==> config.mk <==
export PLATFORM = sky130hd
export DESIGN_NAME = pipeline_stall_ctrl
export DESIGN_NICKNAME = d
export VERILOG_FILES = /design/src/rtl/pipeline_stall_pkg.sv /design/src/rtl/stall_perf_counter.sv /design/src/rtl/pipeline_stall_ctrl.sv
export SDC_FILE = /design/constraint.sdc
export NUM_CORES = 1
export LEC_CHECK = 0
export ABC_AREA = 1
export CAP_MARGIN = 20
export CORE_MARGIN = 2
export CORE_UTILIZATION = 34
export CTS_CLUSTER_SIZE = 28
export DETAILED_ROUTE_END_ITERATION = 16
export PLACE_DENSITY_LB_ADDON = 0.25
export SKIP_CTS_REPAIR_TIMING = 1
export SYNTH_ARGS = -nofsm -noshare
export SYNTH_HDL_FRONTEND = slang
export SYNTH_SLANG_ARGS = --single-unit
==> constraint.sdc <==
create_clock -name CLK -period 1.85 [get_ports CLK]
set_input_delay 0.2775 -clock CLK [delete_from_list [all_inputs] [get_ports CLK]]
set_output_delay 0.2775 -clock CLK [all_outputs]
set_load 0.01 [all_outputs]
==> src/rtl/pipeline_stall_pkg.sv <==
// pipeline_stall_pkg: controller state encoding and sequence-count width
package pipeline_stall_pkg;
   typedef enum logic [2:0] {RUN, LU_STALL, FLUSH, MEM_WAIT, HALT} stall_state_t;
   localparam int SEQ_W = 4;
endpackage

==> src/rtl/stall_perf_counter.sv <==
// stall_perf_counter: saturating event counter, clears on reset
module stall_perf_counter #(
   parameter int CNT_WIDTH = 32
) (
   input  logic                 CLK,
   input  logic                 RSTn,
   input  logic                 en,
   output logic [CNT_WIDTH-1:0] cnt
);
   always_ff @(posedge CLK or negedge RSTn)
      if (!RSTn) cnt <= '0;
      else if (en && !(&cnt)) cnt <= cnt + 1'b1;
endmodule

==> src/rtl/pipeline_stall_ctrl.sv <==
// pipeline_stall_ctrl: Mealy stall/flush/bubble sequencer for the 5-stage core.
// Perf counters are built only when STALL_PERF_CNT_EN is defined; otherwise they read 0.
module pipeline_stall_ctrl
   import pipeline_stall_pkg::*;
#(
   parameter int FLUSH_CYCLES    = 2,
   parameter int LU_STALL_CYCLES = 1,
   parameter int CNT_WIDTH       = 32
) (
   input  logic                 CLK,
   input  logic                 RSTn,
   input  logic                 i_load_use,
   input  logic                 i_redirect,
   input  logic                 i_mem_busy,
   input  logic                 i_halt,
   output logic                 o_pc_we,
   output logic                 o_ifid_we,
   output logic                 o_ifid_flush,
   output logic                 o_idex_bubble,
   output logic                 o_back_we,
   output logic                 o_halted,
   output logic [CNT_WIDTH-1:0] o_lu_cnt,
   output logic [CNT_WIDTH-1:0] o_flush_cnt,
   output logic [CNT_WIDTH-1:0] o_memwait_cnt
);
   stall_state_t state, state_nx, saved, saved_nx, eff;
   logic [SEQ_W-1:0] cnt, cnt_nx;

   always_ff @(posedge CLK or negedge RSTn)
      if (!RSTn) begin
         state <= RUN;
         saved <= RUN;
         cnt   <= '0;
      end else begin
         state <= state_nx;
         saved <= saved_nx;
         cnt   <= cnt_nx;
      end

   // MEM_WAIT behaves as the frozen state on the cycle busy drops, so resuming adds no latency
   always_comb begin
      eff           = (state == MEM_WAIT) ? saved : state;
      state_nx      = eff;
      saved_nx      = saved;
      cnt_nx        = cnt;
      o_pc_we       = 1'b1;
      o_ifid_we     = 1'b1;
      o_ifid_flush  = 1'b0;
      o_idex_bubble = 1'b0;
      o_back_we     = 1'b1;
      o_halted      = 1'b0;
      if (state == HALT || i_halt) begin
         state_nx  = HALT;
         o_pc_we   = 1'b0;
         o_ifid_we = 1'b0;
         o_back_we = 1'b0;
         o_halted  = 1'b1;
      end else if (i_mem_busy) begin
         state_nx  = MEM_WAIT;
         saved_nx  = eff;
         o_pc_we   = 1'b0;
         o_ifid_we = 1'b0;
         o_back_we = 1'b0;
      end else if (i_redirect) begin
         o_ifid_flush  = 1'b1;
         o_idex_bubble = 1'b1;
         cnt_nx        = SEQ_W'(FLUSH_CYCLES - 1);
         state_nx      = (FLUSH_CYCLES > 1) ? FLUSH : RUN;
      end else if (eff == FLUSH) begin
         o_ifid_flush = 1'b1;
         cnt_nx       = cnt - SEQ_W'(1);
         state_nx     = (cnt == SEQ_W'(1)) ? RUN : FLUSH;
      end else if (eff == LU_STALL || i_load_use) begin
         o_pc_we       = 1'b0;
         o_ifid_we     = 1'b0;
         o_idex_bubble = 1'b1;
         cnt_nx        = (eff == LU_STALL) ? cnt - SEQ_W'(1) : SEQ_W'(LU_STALL_CYCLES - 1);
         state_nx      = (eff == LU_STALL) ? ((cnt == SEQ_W'(1)) ? RUN : LU_STALL)
                                           : ((LU_STALL_CYCLES > 1) ? LU_STALL : RUN);
      end
   end

`ifdef STALL_PERF_CNT_EN
   // a bubble without a flush can only come from a load-use stall
   stall_perf_counter #(.CNT_WIDTH(CNT_WIDTH)) u_lu_cnt (
      .CLK(CLK), .RSTn(RSTn), .en(o_idex_bubble && !o_ifid_flush), .cnt(o_lu_cnt)
   );
   stall_perf_counter #(.CNT_WIDTH(CNT_WIDTH)) u_flush_cnt (
      .CLK(CLK), .RSTn(RSTn), .en(o_ifid_flush), .cnt(o_flush_cnt)
   );
   stall_perf_counter #(.CNT_WIDTH(CNT_WIDTH)) u_memwait_cnt (
      .CLK(CLK), .RSTn(RSTn), .en(i_mem_busy && !o_halted), .cnt(o_memwait_cnt)
   );
`else
   assign o_lu_cnt      = '0;
   assign o_flush_cnt   = '0;
   assign o_memwait_cnt = '0;
`endif
endmodule

# Yosys cells after proc, flatten, opt, wreduce, memory -nomap -nowiden
# Cells that the tools add are included.
# totals
in_bits	6
output_inout_bits	102
word_cells	46
ff_bits	10
# classes
eq_ne	5
muxes	30
bitwise	2
n_addsub	1
n_reduce_logical	5
# op_table
operator	count
$mux W1	19
$mux W3	6
$mux W4	4
$eq A3 B2 Y1 const B	2
$eq A4 B1 Y1 const B	1
$sub A4 B1 Y4 const B	1
$eq A3 B1 Y1 const B	1
$eq A3 B3 Y1 const B	1
$reduce_and A3 Y1	1
$reduce_bool A3 Y1	1
$logic_or A1 B1 Y1	2
$mux W2	1
$not A1 Y1	2
$reduce_and A2 Y1	1

# Longest topological paths before layout
# logic_depth
word_depth	9
depth_mapped	10
mapped_depth_nobuf	10

# Worst setup path after synthesis
# Ideal clock, no wire load.
# synth_path
path_type	register -> output
startpoint	reg state[2]
endpoint	out o_pc_we
path_buffers	2
path_stages_with_launch	9
slack_ns	0.019
arrival_time_ns	1.553
required_time_ns	1.572
cell_sequence	dfrtp_1 inv_2 nor3_1 or2_1 buf_6 nor2_8 inv_1 o21ai_0 buf_4
# synth_via
elab_chain_cells	9
word_cells_on_any_way	12
classes_between	eq/ne: 4; mux: 6; reduce/logical: 2
# synth_rtl
item	line_no	rtl
start: declaration	pipeline_stall_ctrl.sv:26	stall_state_t state, state_nx, saved, saved_nx, eff;
start signal: assignment	pipeline_stall_ctrl.sv:35	state <= state_nx;
$eq A3 B2 Y1	pipeline_stall_ctrl.sv:42	eff = (state == MEM_WAIT) ? saved : state;
$mux W3	pipeline_stall_ctrl.sv:42	
$eq A3 B1 Y1	pipeline_stall_ctrl.sv:73	end else if (eff == LU_STALL || i_load_use) begin
$logic_or A1 B1 Y1	pipeline_stall_ctrl.sv:73	
$mux W1 (4 in series)	n/a	
$mux W1 (*)	n/a	
end: declaration	pipeline_stall_ctrl.sv:16	output logic o_pc_we,
# Every way passes the cells marked *; elsewhere a longest branch is shown, timed or not.

# Final worst setup path
# layout_path
startpoint	reg state[1]
endpoint	out o_idex_bubble
# layout_via
elab_chain_cells	9
word_cells_on_any_way	12
classes_between	eq/ne: 4; mux: 6; reduce/logical: 2
# layout_rtl
item	line_no	rtl
$eq A3 B2 Y1	pipeline_stall_ctrl.sv:42	
$mux W3	pipeline_stall_ctrl.sv:42	
$eq A3 B1 Y1	pipeline_stall_ctrl.sv:73	
$logic_or A1 B1 Y1	pipeline_stall_ctrl.sv:73	
$mux W1	pipeline_stall_ctrl.sv:73	
$mux W1	pipeline_stall_ctrl.sv:69	end else if (eff == FLUSH) begin
$mux W1	pipeline_stall_ctrl.sv:64	end else if (i_redirect) begin
$mux W1	pipeline_stall_ctrl.sv:58	end else if (i_mem_busy) begin
$mux W1 (*)	pipeline_stall_ctrl.sv:52	if (state == HALT || i_halt) begin
end: declaration	pipeline_stall_ctrl.sv:19	output logic o_idex_bubble,
# Marks and branches as above.

==> results.py <==
metrics = {
    "layout": {
        "diodes": 0,
        "final_common_cell": "conb_1",
        "fillers": 449,
        "area_growth_pct": 6.814,
        "drive_gt1_share_pct": 24.89,
        "num-nets-final": 234,
        "final_cells": 275,
        "final_cell_mix": "96 x conb_1, 22 x buf_4, 18 x nand2_1",
    },
    "worst_setup_path": {
        "cpPeakStageDelay_ns": 0.37,
        "cp_data_required_time_ns": 1.57,
        "worst-path-buf-inv": 4,
        "crit_path_top_delay_cell": "dfrtp_1",
        "cp_max_fo": 5,
        "cp_top_family": "buffers and inverters",
        "critPathKind": "reg -> out",
        "cp-end-kind": "primary output",
        "crit_arrival_ns": 1.59,
        "critPathLaunchType": "register",
        "critical_path.cell_chain": "buf_4 > buf_6 > nand3_2 > nand2_4 > inv_2 > nand3_2 > nand2_2 > nand2_2 > a21oi_2 > buf_2",
    },
    "synth": {
        "syn_avg_cell_area_um2": 7.521,
        "synth_seq_cells": 10,
        "yosysWarnings": 0,
        "synth.distinct_cells": 23,
        "netlist_instances": 188,
        "seq_area_frac_synth_pct": 17.70,
        "syn_area_um2": 1414,
    },
    "clocking": {
        "cts.sinks": 10,
        "clk_pin_slew_ns": 0.05,
        "cts_buffers": 3,
        "cts_tree": "done",
        "cts_buffer_depth": 2,
        "cts-root-buf": "clkbuf_8",
        "clk_latency_ns": 0.24,
        "htree_levels": 1,
    },
    "floorplan": {
        "core_area_um2": 4000,
        "die_h_um": 68.49,
        "num_rows": 23,
        "die_w_um": 68.49,
        "start_util_pct": 35.35,
        "die-area_um2": 4690,
        "ioPinCount": 108,
    },
    "timing": {
        "slew_violations": 0,
        "setup_viol": 1,
        "grt_setup_unrepaired": "yes",
        "worst_slack_ns": -0.01986,
        "tns_ns": -0.01986,
        "fmax_mhz": 534.8,
        "period_share_pct": 101.1,
        "final.setup_skew_ns": 0.006378,
        "hold_violations": 0,
        "fin_crit_ns": 1.870,
    },
    "route": {
        "first_pass_iters": 4,
        "via_per_inst": 3.422,
        "routed_wl_mm": 2.217,
        "drc": 0,
        "num_vias": 941,
        "detail-route-antenna-nets": 0,
        "routedWlPerCell_um": 8.062,
        "drt_iter0_drc": 26,
    },
    "power": {
        "p_per_area_nw_per_um2": 753.5,
        "power_frac_seq_pct": 28.1,
        "p_leak_nw": 0.9112,
        "internal_power_uw": 689.9,
        "p_total_mw": 1.138,
        "p_sw_uw": 448.0,
        "peakVddDrop_mv": 0.2785,
        "p_clk_share_pct": 24.4,
        "combinationalPowerShare_pct": 47.5,
        "switching_share_pct": 39.37,
    },
    "global_route": {
        "grt_pass1_wl_mm": 3.187,
        "grt_pass1_vias": 696,
        "grt_max_degree": 11,
        "antenna_found_initial": 0,
        "overflow": 0,
        "grt_use_total_pct": 9.134,
    },
    "run": {
        "drv_cap": 0,
    },
    "placed_design": {
        "place_inst": 266,
        "place.gp.congestion": 0.7644,
        "dpl.hpwl_mm": 1.809,
        "pre_cts_slack_ns": -0.5066,
        "io_buffers": 11,
    },
    "outcome": {
        "violations": "negative setup slack",
        "status": "complete, but fails checks",
    },
    "hold_path": {
        "hp-class": "in -> async",
    },
}
Yosys cell counts, drive strengths merged:
library cell	n	share of area (%)
a31oi	1	0.44
buf	98	52
or2	1	0.44
conb	1	0.27
inv	13	3.5
nand4	2	0.88
nand3b	1	0.53
dfrtp	10	18
nor3	2	0.71
xnor2	2	1.2
nand2	28	9.2
ha	2	1.8
nor2	4	2.2
a21oi	6	2.1
nand3	12	5.0
o21ai	5	1.8
layout make-up:
type | count | area, µm² | share of cell area [%]
Multi-Input combinational cell | 162 | 788.3 | 52.20
Clock buffer | 4 | 55.05 | 3.645
Sequential cell | 10 | 250.2 | 16.57
Inverter | 13 | 51.30 | 3.397
Tap cell | 50 | 62.56 | 4.142
Timing Repair Buffer | 36 | 302.8 | 20.05
sequential cells by signal (all words and copies together) (netlist names):
name / flops
cnt: 4
saved: 3
state: 3
stage by stage:
| step | instance area, µm² | hold WS (ns) | utilization, % |
|---|---|---|---|
| 3_3_place_gp | 1366 | 0.5112 | 34.16 |
| 5_1_grt | 1510 | 0.3923 | 37.75 |
| 3_5_place_dp | 1366 | 0.5121 | 34.16 |
| 6_report | 1510 | 0.3540 | 37.75 |
| 2_1_floorplan | 1770 | -0.01809 | - |
| 4_1_cts | 1421 | 0.3790 | 35.53 |
power groups by stage:
stage	clock network (mW)	registers (mW)	logic [mW]
after floorplan	0	0.312	0.469
after global placement	0	0.320	0.484
after detailed placement	0	0.319	0.485
after CTS	0.285	0.316	0.487
after global routing	0.298	0.328	0.615
final	0.277	0.320	0.541
cells by family after synthesis:
logic type,Yosys count,synth area share [%]
simple gates,50,18.94
xor+xnor,2,1.239
buf+inv,111,55.75
compound gates,12,4.336
flops,10,17.70
fa+ha+maj,2,1.770
other cells,1,0.2652
routing by layer:
metal / GRT usage, % / part of all wire, % / up-vias
met5: 0 / 0 / -
met4: 3.000 / 1.0 / 0
met3: 2.303 / 10 / 5
met2: 14.18 / 48 / 65
met1: 12.26 / 41 / 405
li1: - / - / 466
worst paths after layout:
path	startpoint	endpoint	slack (ns)	cells past startpoint
max in group asynchronous	RSTn	saved[1]	1.18	1
min in group CLK	saved[1]	saved[1]	0.53	2
setup / recovery	state[1]	o_idex_bubble	-0.02	10
setup reg to reg	state[1]	state[0]	0.31	11
hold reg to reg	saved[1]	saved[1]	0.53	2
hold / removal	RSTn	cnt[0]	0.35	1
Note: power is estimated with default switching activity, not from simulation.
